<file path="src/rtl/mem_arbiter_pkg.sv">
// Shared types and constants for the two-port memory arbiter.
package mem_arb_pkg;

    typedef enum logic [1:0] {
        IDLE,
        ACCESS,
        RESP
    } state_t;

    localparam logic PORT0 = 1'b0;
    localparam logic PORT1 = 1'b1;

    localparam int unsigned DEPTH_WORDS_DEF = 32;

endpackage

</file>
<file path="src/rtl/mem_arbiter_if.sv">
// Requester-side handshakes plus the data-memory bus of the arbiter.
interface mem_arbiter_if;

    logic        req0, we0, lock0, ack0, err0;
    logic [31:0] addr0, wdata0, rdata0;
    logic        req1, we1, lock1, ack1, err1;
    logic [31:0] addr1, wdata1, rdata1;

    logic        mem_RD, mem_WR;
    logic [31:0] mem_DAddr, mem_DataIn, mem_DataOut;

    modport slave (
        input  req0, we0, lock0, addr0, wdata0,
        input  req1, we1, lock1, addr1, wdata1,
        output ack0, err0, rdata0,
        output ack1, err1, rdata1,
        output mem_RD, mem_WR, mem_DAddr, mem_DataIn,
        input  mem_DataOut
    );

    modport master (
        output req0, we0, lock0, addr0, wdata0,
        output req1, we1, lock1, addr1, wdata1,
        input  ack0, err0, rdata0,
        input  ack1, err1, rdata1,
        input  mem_RD, mem_WR, mem_DAddr, mem_DataIn,
        output mem_DataOut
    );

endinterface

</file>
<file path="src/rtl/mem_arbiter_rr_pick2.sv">
// Two-request round-robin picker with an optional sticky (locked) port.
module rr_pick2
    import mem_arb_pkg::*;
(
    input  logic req0,
    input  logic req1,
    input  logic last,
    input  logic lock_valid,
    input  logic lock_id,
    output logic grant
);

    always_comb begin
        grant = PORT0;
        if (lock_valid && ((lock_id == PORT1) ? req1 : req0)) begin
            grant = lock_id;
        end else if (req0 && req1) begin
            grant = ~last;
        end else if (req1) begin
            grant = PORT1;
        end
    end

endmodule

</file>
<file path="src/rtl/mem_arbiter.sv">
// Two-port arbiter onto a single-port data memory; IDLE/ACCESS/RESP per transaction.
// Grant locking is compiled in when MEM_ARBITER_LOCK_EN is defined.
module mem_arbiter
    import mem_arb_pkg::*;
#(
    parameter int unsigned DEPTH_WORDS = DEPTH_WORDS_DEF
) (
    input logic          CLK,
    input logic          nReset,
    mem_arbiter_if.slave bus
);

    state_t      state;
    logic        lat_we, lat_id, last, lock_valid, lock_id, lock_now, grant;
    logic [31:0] lat_addr, lat_wdata;
    logic        lat_oob, in_access;

    rr_pick2 u_pick (
        .req0       (bus.req0),
        .req1       (bus.req1),
        .last       (last),
        .lock_valid (lock_valid),
        .lock_id    (lock_id),
        .grant      (grant)
    );

`ifdef MEM_ARBITER_LOCK_EN
    assign lock_now = (lat_id == PORT1) ? bus.lock1 : bus.lock0;
`else
    logic unused_lock;
    assign unused_lock = bus.lock0 ^ bus.lock1;
    assign lock_now    = 1'b0;
`endif

    assign lat_oob   = (lat_addr >= DEPTH_WORDS);
    assign in_access = (state == ACCESS);

    // Memory strobes depend only on state and latched registers, so they are glitch-free.
    assign bus.mem_RD     = in_access && !lat_we && !lat_oob;
    assign bus.mem_WR     = in_access &&  lat_we && !lat_oob;
    assign bus.mem_DAddr  = in_access ? lat_addr  : '0;
    assign bus.mem_DataIn = in_access ? lat_wdata : '0;

    always_ff @(posedge CLK) begin
        if (!nReset) begin
            state      <= IDLE;
            lat_we     <= 1'b0;
            lat_id     <= PORT0;
            lat_addr   <= '0;
            lat_wdata  <= '0;
            last       <= PORT1;
            lock_valid <= 1'b0;
            lock_id    <= PORT0;
            bus.ack0   <= 1'b0;
            bus.ack1   <= 1'b0;
            bus.err0   <= 1'b0;
            bus.err1   <= 1'b0;
            bus.rdata0 <= '0;
            bus.rdata1 <= '0;
        end else begin
            case (state)
                IDLE: begin
                    if (bus.req0 || bus.req1) begin
                        lat_id     <= grant;
                        lat_we     <= (grant == PORT1) ? bus.we1    : bus.we0;
                        lat_addr   <= (grant == PORT1) ? bus.addr1  : bus.addr0;
                        lat_wdata  <= (grant == PORT1) ? bus.wdata1 : bus.wdata0;
                        last       <= grant;
                        lock_valid <= 1'b0;
                        state      <= ACCESS;
                    end
                end
                ACCESS: begin
                    if (!lat_we && !lat_oob) begin
                        if (lat_id == PORT1) bus.rdata1 <= bus.mem_DataOut;
                        else                 bus.rdata0 <= bus.mem_DataOut;
                    end
                    bus.ack0   <= (lat_id == PORT0);
                    bus.ack1   <= (lat_id == PORT1);
                    bus.err0   <= (lat_id == PORT0) && lat_oob;
                    bus.err1   <= (lat_id == PORT1) && lat_oob;
                    lock_valid <= lock_now;
                    lock_id    <= lat_id;
                    state      <= RESP;
                end
                RESP: begin
                    bus.ack0 <= 1'b0;
                    bus.ack1 <= 1'b0;
                    bus.err0 <= 1'b0;
                    bus.err1 <= 1'b0;
                    state    <= IDLE;
                end
                default: state <= IDLE;
            endcase
        end
    end

endmodule
</file>
<file path="src/flat_wrapper.sv">
// flat-port wrapper written by rule: the top's interface ports become plain ports
module mem_arbiter_flat import mem_arb_pkg::*;
#(
    parameter int unsigned DEPTH_WORDS = DEPTH_WORDS_DEF
)
  (CLK, nReset, bus_req0, bus_we0, bus_lock0, bus_addr0, bus_wdata0, bus_req1, bus_we1, bus_lock1, bus_addr1, bus_wdata1, bus_ack0, bus_err0, bus_rdata0, bus_ack1, bus_err1, bus_rdata1, bus_mem_RD, bus_mem_WR, bus_mem_DAddr, bus_mem_DataIn, bus_mem_DataOut);
  mem_arbiter_if bus_i ();
  input logic CLK;
  input logic nReset;
  input wire logic [$bits(bus_i.req0)-1:0] bus_req0;
  input wire logic [$bits(bus_i.we0)-1:0] bus_we0;
  input wire logic [$bits(bus_i.lock0)-1:0] bus_lock0;
  input wire logic [$bits(bus_i.addr0)-1:0] bus_addr0;
  input wire logic [$bits(bus_i.wdata0)-1:0] bus_wdata0;
  input wire logic [$bits(bus_i.req1)-1:0] bus_req1;
  input wire logic [$bits(bus_i.we1)-1:0] bus_we1;
  input wire logic [$bits(bus_i.lock1)-1:0] bus_lock1;
  input wire logic [$bits(bus_i.addr1)-1:0] bus_addr1;
  input wire logic [$bits(bus_i.wdata1)-1:0] bus_wdata1;
  output wire logic [$bits(bus_i.ack0)-1:0] bus_ack0;
  output wire logic [$bits(bus_i.err0)-1:0] bus_err0;
  output wire logic [$bits(bus_i.rdata0)-1:0] bus_rdata0;
  output wire logic [$bits(bus_i.ack1)-1:0] bus_ack1;
  output wire logic [$bits(bus_i.err1)-1:0] bus_err1;
  output wire logic [$bits(bus_i.rdata1)-1:0] bus_rdata1;
  output wire logic [$bits(bus_i.mem_RD)-1:0] bus_mem_RD;
  output wire logic [$bits(bus_i.mem_WR)-1:0] bus_mem_WR;
  output wire logic [$bits(bus_i.mem_DAddr)-1:0] bus_mem_DAddr;
  output wire logic [$bits(bus_i.mem_DataIn)-1:0] bus_mem_DataIn;
  input wire logic [$bits(bus_i.mem_DataOut)-1:0] bus_mem_DataOut;
  assign bus_i.req0 = bus_req0;
  assign bus_i.we0 = bus_we0;
  assign bus_i.lock0 = bus_lock0;
  assign bus_i.addr0 = bus_addr0;
  assign bus_i.wdata0 = bus_wdata0;
  assign bus_i.req1 = bus_req1;
  assign bus_i.we1 = bus_we1;
  assign bus_i.lock1 = bus_lock1;
  assign bus_i.addr1 = bus_addr1;
  assign bus_i.wdata1 = bus_wdata1;
  assign bus_ack0 = bus_i.ack0;
  assign bus_err0 = bus_i.err0;
  assign bus_rdata0 = bus_i.rdata0;
  assign bus_ack1 = bus_i.ack1;
  assign bus_err1 = bus_i.err1;
  assign bus_rdata1 = bus_i.rdata1;
  assign bus_mem_RD = bus_i.mem_RD;
  assign bus_mem_WR = bus_i.mem_WR;
  assign bus_mem_DAddr = bus_i.mem_DAddr;
  assign bus_mem_DataIn = bus_i.mem_DataIn;
  assign bus_i.mem_DataOut = bus_mem_DataOut;
  mem_arbiter #(.DEPTH_WORDS(DEPTH_WORDS)) u_core (.CLK(CLK), .nReset(nReset), .bus(bus_i));
endmodule
</file>
<file path="config.mk">
export PLATFORM = sky130hd
export DESIGN_NAME = mem_arbiter_flat
export DESIGN_NICKNAME = d
export VERILOG_FILES = /design/src/rtl/mem_arbiter_pkg.sv /design/src/rtl/mem_arbiter_if.sv /design/src/rtl/mem_arbiter_rr_pick2.sv /design/src/rtl/mem_arbiter.sv /design/src/flat_wrapper.sv
export SDC_FILE = /design/constraint.sdc
export NUM_CORES = 1
export LEC_CHECK = 0
export ABC_AREA = 0
export BUFFER_PORTS_ARGS = -buffer_cell sky130_fd_sc_hd__clkbuf_2
export CORE_ASPECT_RATIO = 1.1
export CORE_MARGIN = 8
export CORE_UTILIZATION = 52
export CTS_BUF_LIST = sky130_fd_sc_hd__clkbuf_4
export DETAILED_ROUTE_END_ITERATION = 10
export GPL_ROUTABILITY_DRIVEN = 0
export PLACE_DENSITY = 0.89
export SETUP_SLACK_MARGIN = 0.02
export SYNTH_ARGS = -nofsm -noshare
export SYNTH_HDL_FRONTEND = slang
export SYNTH_SLANG_ARGS = --single-unit
</file>
<file path="constraint.sdc">
create_clock -name CLK -period 3.2 [get_ports CLK]
set_clock_uncertainty 0.2 [all_clocks]
set_input_delay 0.64 -clock CLK [delete_from_list [all_inputs] [get_ports CLK]]
set_output_delay 0.64 -clock CLK [all_outputs]
set_load 0.02 [all_outputs]
</file>
==> results.py <==
metrics = {
    "timing": {
        "fmax_mhz": 339.8,
        "worst_slew_pin_slew_ps": 598.2,
        "min_period_ps": 2943,
        "min_period_over_period": 0.9195,
        "setup_viol": 0,
        "relSlewSlack": 0.6012,
        "setup_slack_ps": 257.5,
        "rsz0062_at_grt": "no",
        "hold_viol_final": 0,
        "setup_tns_ps": 0,
        "fin_hold_ws_ps": 138.0,
        "drv_slew": 0,
    },
    "yosys": {
        "yosysWarnings": 0,
        "syn_area_um2": 6262,
        "yosysTopAreaCell": "dfxtp_1",
        "seq_area_frac_synth": 0.4380,
        "avgSynthCellArea_um2": 9.445,
        "synth_async_sr_flop_share": 0,
        "synthTopCellsByCount": "169 x nand2_1, 137 x dfxtp_1, 130 x mux2i_1, 65 x and2_1, 65 x o211a_1",
        "yosys-top-cells-area": "dfxtp_1 44%, mux2i_1 21%, o211a_1 10%",
        "synthDistinctLibCells": 31,
        "yosysMostFrequentCell": "nand2_1",
        "synth-seq-cells": 137,
        "syn-num-nets": 835,
        "syn_inst": 663,
        "synth_ff_type": "dfxtp_1",
        "synth_top_area_frac": 0.4380,
        "synth_edf_count": 0,
    },
    "run_status": {
        "status": "finished, final reports clean",
    },
    "place": {
        "place_ws_ps": 537.6,
        "place_area_um2": 7875,
        "dp_cells": 1071,
        "io_buffers": 299,
        "place_hpwl_um": 14260,
    },
    "critical_path": {
        "worstReg2RegStart": "u_core.lat_addr[15]",
        "cp.arrival_ps": 2100,
        "cp_slowest_stage_delay_ps": 350,
        "rr_endpoint": "u_core.bus.rdata0[24]",
        "required_ps": 2360,
        "cp_cell_sequence": "nor4_1, nand2_1, nor3_2, and3_1, clkbuf_2",
        "end_kind": "output pin",
        "start_kind": "flip-flop",
        "crit_path_top_delay_cell": "nor4_1",
        "crit_path_max_fanout": 4,
        "path_class": "reg -> out",
        "reg2reg_depth": 6,
        "r2r_slack_ps": 550,
    },
    "pwr": {
        "power_density_nw_per_um2": 464.3,
        "clockPowerShare": 0.302,
        "combPwrFrac": 0.198,
        "power_switching_mw": 1.086,
        "power_mw": 3.793,
        "p_leak_nw": 4.595,
        "irDropWorstVdd_mv": 0.3101,
        "p_int_mw": 2.708,
        "seq_power_share": 0.499,
        "switching_share": 0.2862,
    },
    "global_routing": {
        "grt_overflow": 0,
        "antenna_found_initial": 1,
        "grt_usage": 0.2274,
        "grt_pass1_wl_um": 28080,
        "grt_max_degree": 70,
        "grt_pass1_vias": 5646,
    },
    "routing": {
        "postRouteAntennaNets": 0,
        "firstDrtPassIters": 4,
        "drt-vias-per-instance": 5.087,
        "vias": 5616,
        "dr.first_iter.drc_count": 383,
        "drc_errors": 0,
        "wl_per_cell_um": 16.64,
        "drt_wl_total_um": 18370,
    },
    "final_layout": {
        "fin_util": 0.6879,
        "finalInstanceArea_um2": 8170,
        "final-instance-count-excl-fill": 1104,
        "fin_nets": 1109,
        "fillCellCount": 937,
        "drive_above_1_share": 0.3625,
        "syn2layout_area_growth_pct": 30.47,
    },
    "die": {
        "die_h_um": 131.1,
        "pin_count": 302,
        "dieArea_um2": 15810,
        "num_rows": 42,
        "initial_core_util": 0.5273,
        "die_w_um": 120.6,
        "coreArea_um2": 11880,
    },
    "hold_path": {
        "whs_endpoint": "u_core.bus.rdata0[3]",
        "hold-path-cell-count": 3,
        "hold_start": "bus_mem_DataOut[3]",
        "hp-class": "in -> reg",
    },
    "run": {
        "maxCapViolCount": 0,
    },
    "cts": {
        "cts_tree": "built",
        "clkLatencyLatePin_ps": 540,
        "clk_pin_slew_ps": 120,
        "cts_buffer_depth": 2,
        "cts_buffers": 17,
        "cts.sinks": 137,
        "htree_levels": 4,
        "postCtsHoldBufs": 0,
        "root_buffer": "clkbuf_4",
    },
}
-- power groups by stage --
stage,Clock (mW),Sequential (mW),Combinational [mW]
floorplan,0,1.92,0.481
global placement,0,1.93,0.746
detailed placement,0,1.93,0.756
CTS,1.18,1.89,0.762
global route,1.26,1.91,0.826
finish,1.15,1.89,0.752
-- layout make-up --
type | count | area (um2) | share of cell area
diodes | 1 | 2.502 | 0.0003063
clock buffers | 20 | 150.1 | 0.01838
clock inverters | 11 | 130.1 | 0.01593
inverters | 4 | 15.01 | 0.001838
multi-input cells | 467 | 3293 | 0.4031
flip-flops and latches | 137 | 2743 | 0.3357
well taps | 154 | 192.7 | 0.02358
repair buffers | 310 | 1644 | 0.2012
-- cells in the final DEF, fill, tap and decap left out --
cell / count
clkinv_2: 4
a21oi_1: 3
or3_1: 1
inv_1: 4
clkbuf_4: 20
o31ai_1: 2
buf_4: 7
diode_2: 1
nand3_1: 1
nor3_2: 1
ha_2: 1
nand2_1: 169
clkbuf_2: 298
buf_12: 5
nor4_1: 6
o21a_4: 1
o22ai_1: 1
o21ai_0: 1
nor4_4: 1
a21boi_0: 1
a21boi_4: 1
dfxtp_1: 137
clkinv_4: 1
mux2i_1: 130
o211a_1: 65
nand3b_1: 2
nor2b_1: 3
bufinv_16: 3
ha_1: 3
and2_1: 65
clkinv_1: 3
or4_2: 1
and3b_1: 1
nor2_1: 4
and3_1: 2
nand4_1: 1
-- worst max-delay path, delay by kind of cell, from the launching register on --
| family | cells | cell delay (ps) |
|---|---|---|
| AND/OR/NAND/NOR | 4 | 1080 |
| flip-flops | 1 | 330 |
| buffers and inverters | 1 | 170 |
-- kinds of logic after synthesis --
kind of cell	count (synthesis)	synth area share
adders and majority gates	4	0.007992
DFF	137	0.4380
muxes	130	0.2078
and+or+nand+nor	258	0.1902
buffers and inverters	59	0.04196
AOI/OAI and AO/OA	75	0.1141
-- state kept, by name, indices dropped and copies added (netlist names) --
register,cells
u_core.bus.err1,1
u_core.bus.ack1,1
u_core.lat_wdata,32
u_core.state,2
u_core.bus.ack0,1
u_core.lat_addr,32
u_core.bus.err0,1
u_core.last,1
u_core.lat_id,1
u_core.lat_we,1
u_core.bus.rdata0,32
u_core.bus.rdata1,32
-- routing by layer --
| layer | global-route usage | share of wire |
|---|---|---|
| met3 | 0.09469 | 0.10 |
| met5 | 0 | 0 |
| met4 | 0.08162 | 0.014 |
| met1 | 0.2480 | 0.40 |
| met2 | 0.3906 | 0.49 |
-- worst max path at each step --
| stage | from | end | slack (ps) | cells past startpoint |
|---|---|---|---|---|
| after floorplan | u_core.lat_addr[22] | bus_mem_RD | 1010 | 4 |
| after global placement | u_core.lat_addr[14] | bus_mem_RD | 540 | 5 |
| after detailed placement | u_core.lat_addr[15] | bus_mem_WR | 540 | 5 |
| after CTS | u_core.lat_addr[15] | bus_mem_RD | 80 | 5 |
| after global routing | u_core.state[1] | bus_mem_DAddr[15] | 70 | 5 |
| final | u_core.lat_addr[27] | bus_mem_WR | 260 | 5 |
-- timing repair --
action,4_1_cts,5_1_grt
endpoints found under the setup margin,2,2
gates resized for setup,1,0
pin swaps,1,1
hold endpoints to repair,0,0
buffers inserted,1,0
Power figures use the tool's default switching activity.
